### src/rtl/apb_master_if.sv
// APB bus between one requester and one slave; signal names follow the requester's view.
interface apb_master_if #(
  parameter int ADDR_W = 32,
  parameter int DATA_W = 32
);
  logic              psel_o;
  logic              penable_o;
  logic [ADDR_W-1:0] paddr_o;
  logic              pwrite_o;
  logic [DATA_W-1:0] pwdata_o;
  logic [DATA_W-1:0] prdata_i;
  logic              pready_i;

  modport master (
    output psel_o, penable_o, paddr_o, pwrite_o, pwdata_o,
    input  prdata_i, pready_i
  );

  modport slave (
    input  psel_o, penable_o, paddr_o, pwrite_o, pwdata_o,
    output prdata_i, pready_i
  );
endinterface

### src/rtl/apb_master.sv
// Single-outstanding APB requester: command strobe -> SETUP -> ACCESS (waits, timeout) -> done.
module apb_master #(
  parameter int ADDR_W  = 32,
  parameter int DATA_W  = 32,
  parameter int TIMEOUT = 16
) (
  input  logic              pclk,
  input  logic              preset_n,
  input  logic [1:0]        add_i,
  input  logic [ADDR_W-1:0] addr_i,
  input  logic [DATA_W-1:0] wdata_i,
  output logic              busy_o,
  output logic              done_o,
  output logic              err_o,
  output logic [DATA_W-1:0] rdata_o,
  apb_master_if.master      apb
);
  localparam int CW = $clog2(TIMEOUT + 1);

  typedef enum logic [1:0] {IDLE, SETUP, ACCESS} state_t;

  state_t            state, state_n;
  logic [CW-1:0]     cnt, cnt_n;
  logic              psel, psel_n, pen, pen_n, pwrite, pwrite_n;
  logic [ADDR_W-1:0] paddr, paddr_n;
  logic [DATA_W-1:0] pwdata, pwdata_n, rdata, rdata_n;
  logic              done, done_n, err, err_n;

  always_ff @(posedge pclk or negedge preset_n) begin
    if (!preset_n) begin
      state  <= IDLE;
      cnt    <= '0;
      psel   <= 1'b0;
      pen    <= 1'b0;
      pwrite <= 1'b0;
      paddr  <= '0;
      pwdata <= '0;
      rdata  <= '0;
      done   <= 1'b0;
      err    <= 1'b0;
    end else begin
      state  <= state_n;
      cnt    <= cnt_n;
      psel   <= psel_n;
      pen    <= pen_n;
      pwrite <= pwrite_n;
      paddr  <= paddr_n;
      pwdata <= pwdata_n;
      rdata  <= rdata_n;
      done   <= done_n;
      err    <= err_n;
    end
  end

  always_comb begin
    state_n  = state;
    cnt_n    = cnt;
    psel_n   = psel;
    pen_n    = pen;
    pwrite_n = pwrite;
    paddr_n  = paddr;
    pwdata_n = pwdata;
    rdata_n  = rdata;
    done_n   = 1'b0;
    err_n    = err;
    case (state)
      IDLE: begin
        // add_i[0] set means READ (01) or WRITE (11); 00/10 are NOPs
        if (add_i[0]) begin
          paddr_n  = addr_i;
          pwrite_n = add_i[1];
          if (add_i[1]) pwdata_n = wdata_i;
          psel_n   = 1'b1;
          cnt_n    = '0;
          state_n  = SETUP;
        end
      end
      SETUP: begin
        pen_n   = 1'b1;
        state_n = ACCESS;
      end
      ACCESS: begin
        if (apb.pready_i) begin
          if (!pwrite) rdata_n = apb.prdata_i;
          done_n  = 1'b1;
          err_n   = 1'b0;
          psel_n  = 1'b0;
          pen_n   = 1'b0;
          state_n = IDLE;
        end else if (cnt == CW'(TIMEOUT - 1)) begin
          // this edge is the TIMEOUT-th not-ready ACCESS edge: abort
          done_n  = 1'b1;
          err_n   = 1'b1;
          psel_n  = 1'b0;
          pen_n   = 1'b0;
          state_n = IDLE;
        end else begin
          cnt_n = cnt + CW'(1);
        end
      end
      default: state_n = IDLE;
    endcase
  end

  assign apb.psel_o    = psel;
  assign apb.penable_o = pen;
  assign apb.paddr_o   = paddr;
  assign apb.pwrite_o  = pwrite;
  assign apb.pwdata_o  = pwdata;
  assign busy_o        = psel;
  assign done_o        = done;
  assign err_o         = err;
  assign rdata_o       = rdata;
endmodule

### src/flat_wrapper.sv
// flat-port wrapper written by rule: the top's interface ports become plain ports
module apb_master_flat 
#(
  parameter int ADDR_W  = 32,
  parameter int DATA_W  = 32,
  parameter int TIMEOUT = 16
)
  (pclk, preset_n, add_i, addr_i, wdata_i, busy_o, done_o, err_o, rdata_o, apb_psel_o, apb_penable_o, apb_paddr_o, apb_pwrite_o, apb_pwdata_o, apb_prdata_i, apb_pready_i);
  apb_master_if #(.ADDR_W(ADDR_W), .DATA_W(DATA_W)) apb_i ();
  input  logic pclk;
  input  logic preset_n;
  input  logic [1:0] add_i;
  input  logic [ADDR_W-1:0] addr_i;
  input  logic [DATA_W-1:0] wdata_i;
  output logic busy_o;
  output logic done_o;
  output logic err_o;
  output logic [DATA_W-1:0] rdata_o;
  output wire logic [$bits(apb_i.psel_o)-1:0] apb_psel_o;
  output wire logic [$bits(apb_i.penable_o)-1:0] apb_penable_o;
  output wire logic [$bits(apb_i.paddr_o)-1:0] apb_paddr_o;
  output wire logic [$bits(apb_i.pwrite_o)-1:0] apb_pwrite_o;
  output wire logic [$bits(apb_i.pwdata_o)-1:0] apb_pwdata_o;
  input wire logic [$bits(apb_i.prdata_i)-1:0] apb_prdata_i;
  input wire logic [$bits(apb_i.pready_i)-1:0] apb_pready_i;
  assign apb_psel_o = apb_i.psel_o;
  assign apb_penable_o = apb_i.penable_o;
  assign apb_paddr_o = apb_i.paddr_o;
  assign apb_pwrite_o = apb_i.pwrite_o;
  assign apb_pwdata_o = apb_i.pwdata_o;
  assign apb_i.prdata_i = apb_prdata_i;
  assign apb_i.pready_i = apb_pready_i;
  apb_master #(.ADDR_W(ADDR_W), .DATA_W(DATA_W), .TIMEOUT(TIMEOUT)) u_core (.pclk(pclk), .preset_n(preset_n), .add_i(add_i), .addr_i(addr_i), .wdata_i(wdata_i), .busy_o(busy_o), .done_o(done_o), .err_o(err_o), .rdata_o(rdata_o), .apb(apb_i));
endmodule
### config.mk
export PLATFORM = sky130hd
export DESIGN_NAME = apb_master_flat
export DESIGN_NICKNAME = d
export VERILOG_FILES = /design/src/rtl/apb_master_if.sv /design/src/rtl/apb_master.sv /design/src/flat_wrapper.sv
export SDC_FILE = /design/constraint.sdc
export NUM_CORES = 1
export LEC_CHECK = 0
export ABC_CLOCK_PERIOD_IN_PS = 4400
export CAP_MARGIN = 20
export CORE_UTILIZATION = 44
export CTS_BUF_LIST = sky130_fd_sc_hd__clkbuf_8 sky130_fd_sc_hd__clkbuf_16
export DETAILED_ROUTE_END_ITERATION = 8
export GPL_TIMING_DRIVEN = 0
export MAX_ROUTING_LAYER = met4
export PLACE_DENSITY = 0.86
export SYNTH_ARGS = -nofsm -noshare
export SYNTH_HDL_FRONTEND = slang
export SYNTH_SLANG_ARGS = --single-unit
### constraint.sdc
create_clock -name pclk -period 4.4 [get_ports pclk]
set_input_delay 0.88 -clock pclk [delete_from_list [all_inputs] [get_ports pclk]]
set_output_delay 0.88 -clock pclk [all_outputs]
set_load 0.01 [all_outputs]
==> metrics <==
final setup fails=0; die height=99.91 um; hold_sp=u_core.apb.pwdata_o[26]; fillcell total=649; hpwl dp=7613 um; post-layout util=0.7102; layout cells sized above 1=0.2652; Worst Setup End Kind=primary output; Power Dens Cells=659.5 nW/um2; most common cell after layout, fill and taps aside=clkdlybuf4s50_1; CP top delay family=buffers and inverters; critical path type=reg2out; Seq cells post-synth=108; CTS Sinks=108; Initial Utilization=0.4543; antenna violations before repair=0; Startpoint Class=register; Worst Hold Path EP=u_core.apb.pwdata_o[26]; TritonCTS Buffers=9; clk slew on worst S/H paths=0.11 ns; gp weighted congestion=0.7831; cell row count=35; Req. time, crit path=3.52 ns; Syn-to-layout area delta=56.33%; Wirelength per Cell=15.78 um; fmax=439.5 MHz; WHS=0.5086 ns; Distinct cells, synth=26; Total GRT Usage=0.2109; RSZ-0062 raised after global routing=false; Max IR drop VDD=0.3298 mV; cts repair resizes=0; Clock Tree Root=clkbuf_8; max-cap violations=0; Critical Path Fanout Max=4; FF-to-FF End=u_core.cnt[3]; Sequential Area=2703 um2; TritonCTS clock tree=yes; IO Port Bufs=201; synth warn=0; Remaining Overflow, GRT=0; reg2reg start=u_core.cnt[0]; r2r setup slk=2.43 ns; hold crit path type=reg2reg; max incr delay on CP=0.52 ns; number of H-tree levels=3; post-synthesis sequential area ratio=0.6408; EDFF count, synth=0; post-route ant nets=0; Iteration-0 DRC Markers=43; Slowest cell on crit path=clkdlybuf4s50_1; Clock Skew=0.01289 ns; Post-Syn Instances=276; min cycle time layout=2.275 ns; CTS Hold Bufs=0; Worst Tran Pin Value=0.6201 ns; worst path cell trace=buf_4 -> clkdlybuf4s50_1; leakage power=2.793 nW; area occupied by multi-input gates=1414 um2; Crit path arrival time=1.40 ns; postcts setup bufs=0; DRC errors left=0; Via density=4.825; Die X=99.91 um; CTS max path bufs=2; net count after synthesis=382; Netlist Area Pre-Place=4218 um2; status=completed; ANT cells=0; Slew Limit Headroom=0.5866; syn avg cell area=15.28 um2; largest net degree at the start of global routing=62; Worst Hold Depth=1; Register-to-Register Path Depth=7; Post-synth top flop=dfrtp_1; max-slew violations=0; floorplan core area=9284 um2; Buf+Inv Stages, Crit Path=2; IO Count=203; vias in the first global route=3173; Final #Nets=595; most frequent cells in the layout=clkdlybuf4s50_1 (200), dfrtp_1 (108), mux2_2 (97); Fin. Hold Viols=0; worst-skew pair later-pin latency=0.36 ns; Final period util=0.5171; total via count in the routed design=3006; DR pass1 iterations=6; asr flop ratio synth=1.000; final WL=9834 um; global-route wire length before repair=15530 um; Die Area=9981 um2
state kept, by name (all words and copies together), names as in the netlist:
signal and flops:
u_core.err_o 1, u_core.apb.pwrite_o 1, u_core.rdata_o 32, u_core.done_o 1, u_core.apb.penable_o 1, u_core.apb.pwdata_o 32, u_core.apb.paddr_o 32, u_core.apb.psel_o 1
u_core.cnt 5, u_core.state 2
worst register-to-register path, stage by stage, from the launching register on:
cell,delay (ns)
dfrtp_1,0.43
ha_1,0.22
and3_1,0.15
ha_1,0.24
nor2_2,0.17
nand4_1,0.13
or4b_1,0.48
nand3_1,0.09
where the power goes:
part	switching [mW]	internal, mW
combinational	0.770	1.32
clock	0.327	0.221
sequential	0.244	1.47
worst max path at each step:
| stage | start | endpoint | cells after the start |
|---|---|---|---|
| after floorplan | add_i[0] | u_core.apb.paddr_o[0] | 4 |
| after global placement | preset_n | u_core.apb.pwdata_o[19] | 1 |
| after detailed placement | apb_pready_i | u_core.cnt[3] | 5 |
| after CTS | u_core.apb.psel_o | busy_o | 2 |
| after global routing | u_core.apb.psel_o | busy_o | 2 |
| final | u_core.apb.psel_o | busy_o | 2 |
synth_stat cells, types with 2 or more instances:
cell | count | area [um2]
nand3_1 | 4 | 20.02
dfrtp_1 | 108 | 2703
ha_1 | 5 | 62.56
inv_1 | 5 | 18.77
nor2_1 | 2 | 7.510
nor2b_1 | 2 | 12.51
o21ai_0 | 9 | 45.04
mux2_2 | 97 | 1092
nand2_1 | 9 | 33.78
a21oi_1 | 6 | 30.03
a22o_1 | 3 | 26.28
buf_2 | 12 | 60.06
per-layer routing:
layer / vias to the layer above / routed length [um] / track usage / part of all wire
met5: - / 0 / - / 0
met2: 136 / 5052 / 0.3613 / 0.51
met1: 1468 / 3845 / 0.2392 / 0.39
met3: 17 / 710 / 0.05362 / 0.072
met4: 0 / 226 / 0.07692 / 0.023
li1: 1385 / - / - / -
metrics by stage:
| step | setup slack [ns] | std cells | area (um2) | total power, mW | TNS [ns] |
|---|---|---|---|---|---|
| 2_1_floorplan | 2.544 | 276 | 4218 | 2.602 | 0 |
| 3_3_place_gp | -1.543 | 606 | 6391 | 3.751 | -165.76 |
| 3_5_place_dp | 2.066 | 607 | 6416 | 3.839 | 0 |
| 4_1_cts | 2.111 | 623 | 6594 | 4.391 | 0 |
| 5_1_grt | 2.066 | 623 | 6594 | 4.596 | 0 |
| 6_report | 2.125 | 623 | 6594 | 4.349 | 0 |
cell families after synthesis:
| kind of cell | share of synthesized area |
|---|---|
| simple gates | 0.03204 |
| buf+inv | 0.02403 |
| mux | 0.2613 |
| compound gates | 0.02700 |
| flops | 0.6408 |
| fa+ha+maj | 0.01483 |
cell type report:
cell class,instances,share of cell area
Buffer,15,0.01252
Timing Repair Buffer,202,0.3089
Clock inverter,6,0.006072
Inverter,5,0.002846
Tap cell,129,0.02448
Sequential cell,108,0.4099
Clock buffer,10,0.02087
Multi-Input combinational cell,148,0.2144
(Power assumes the default switching activity.)
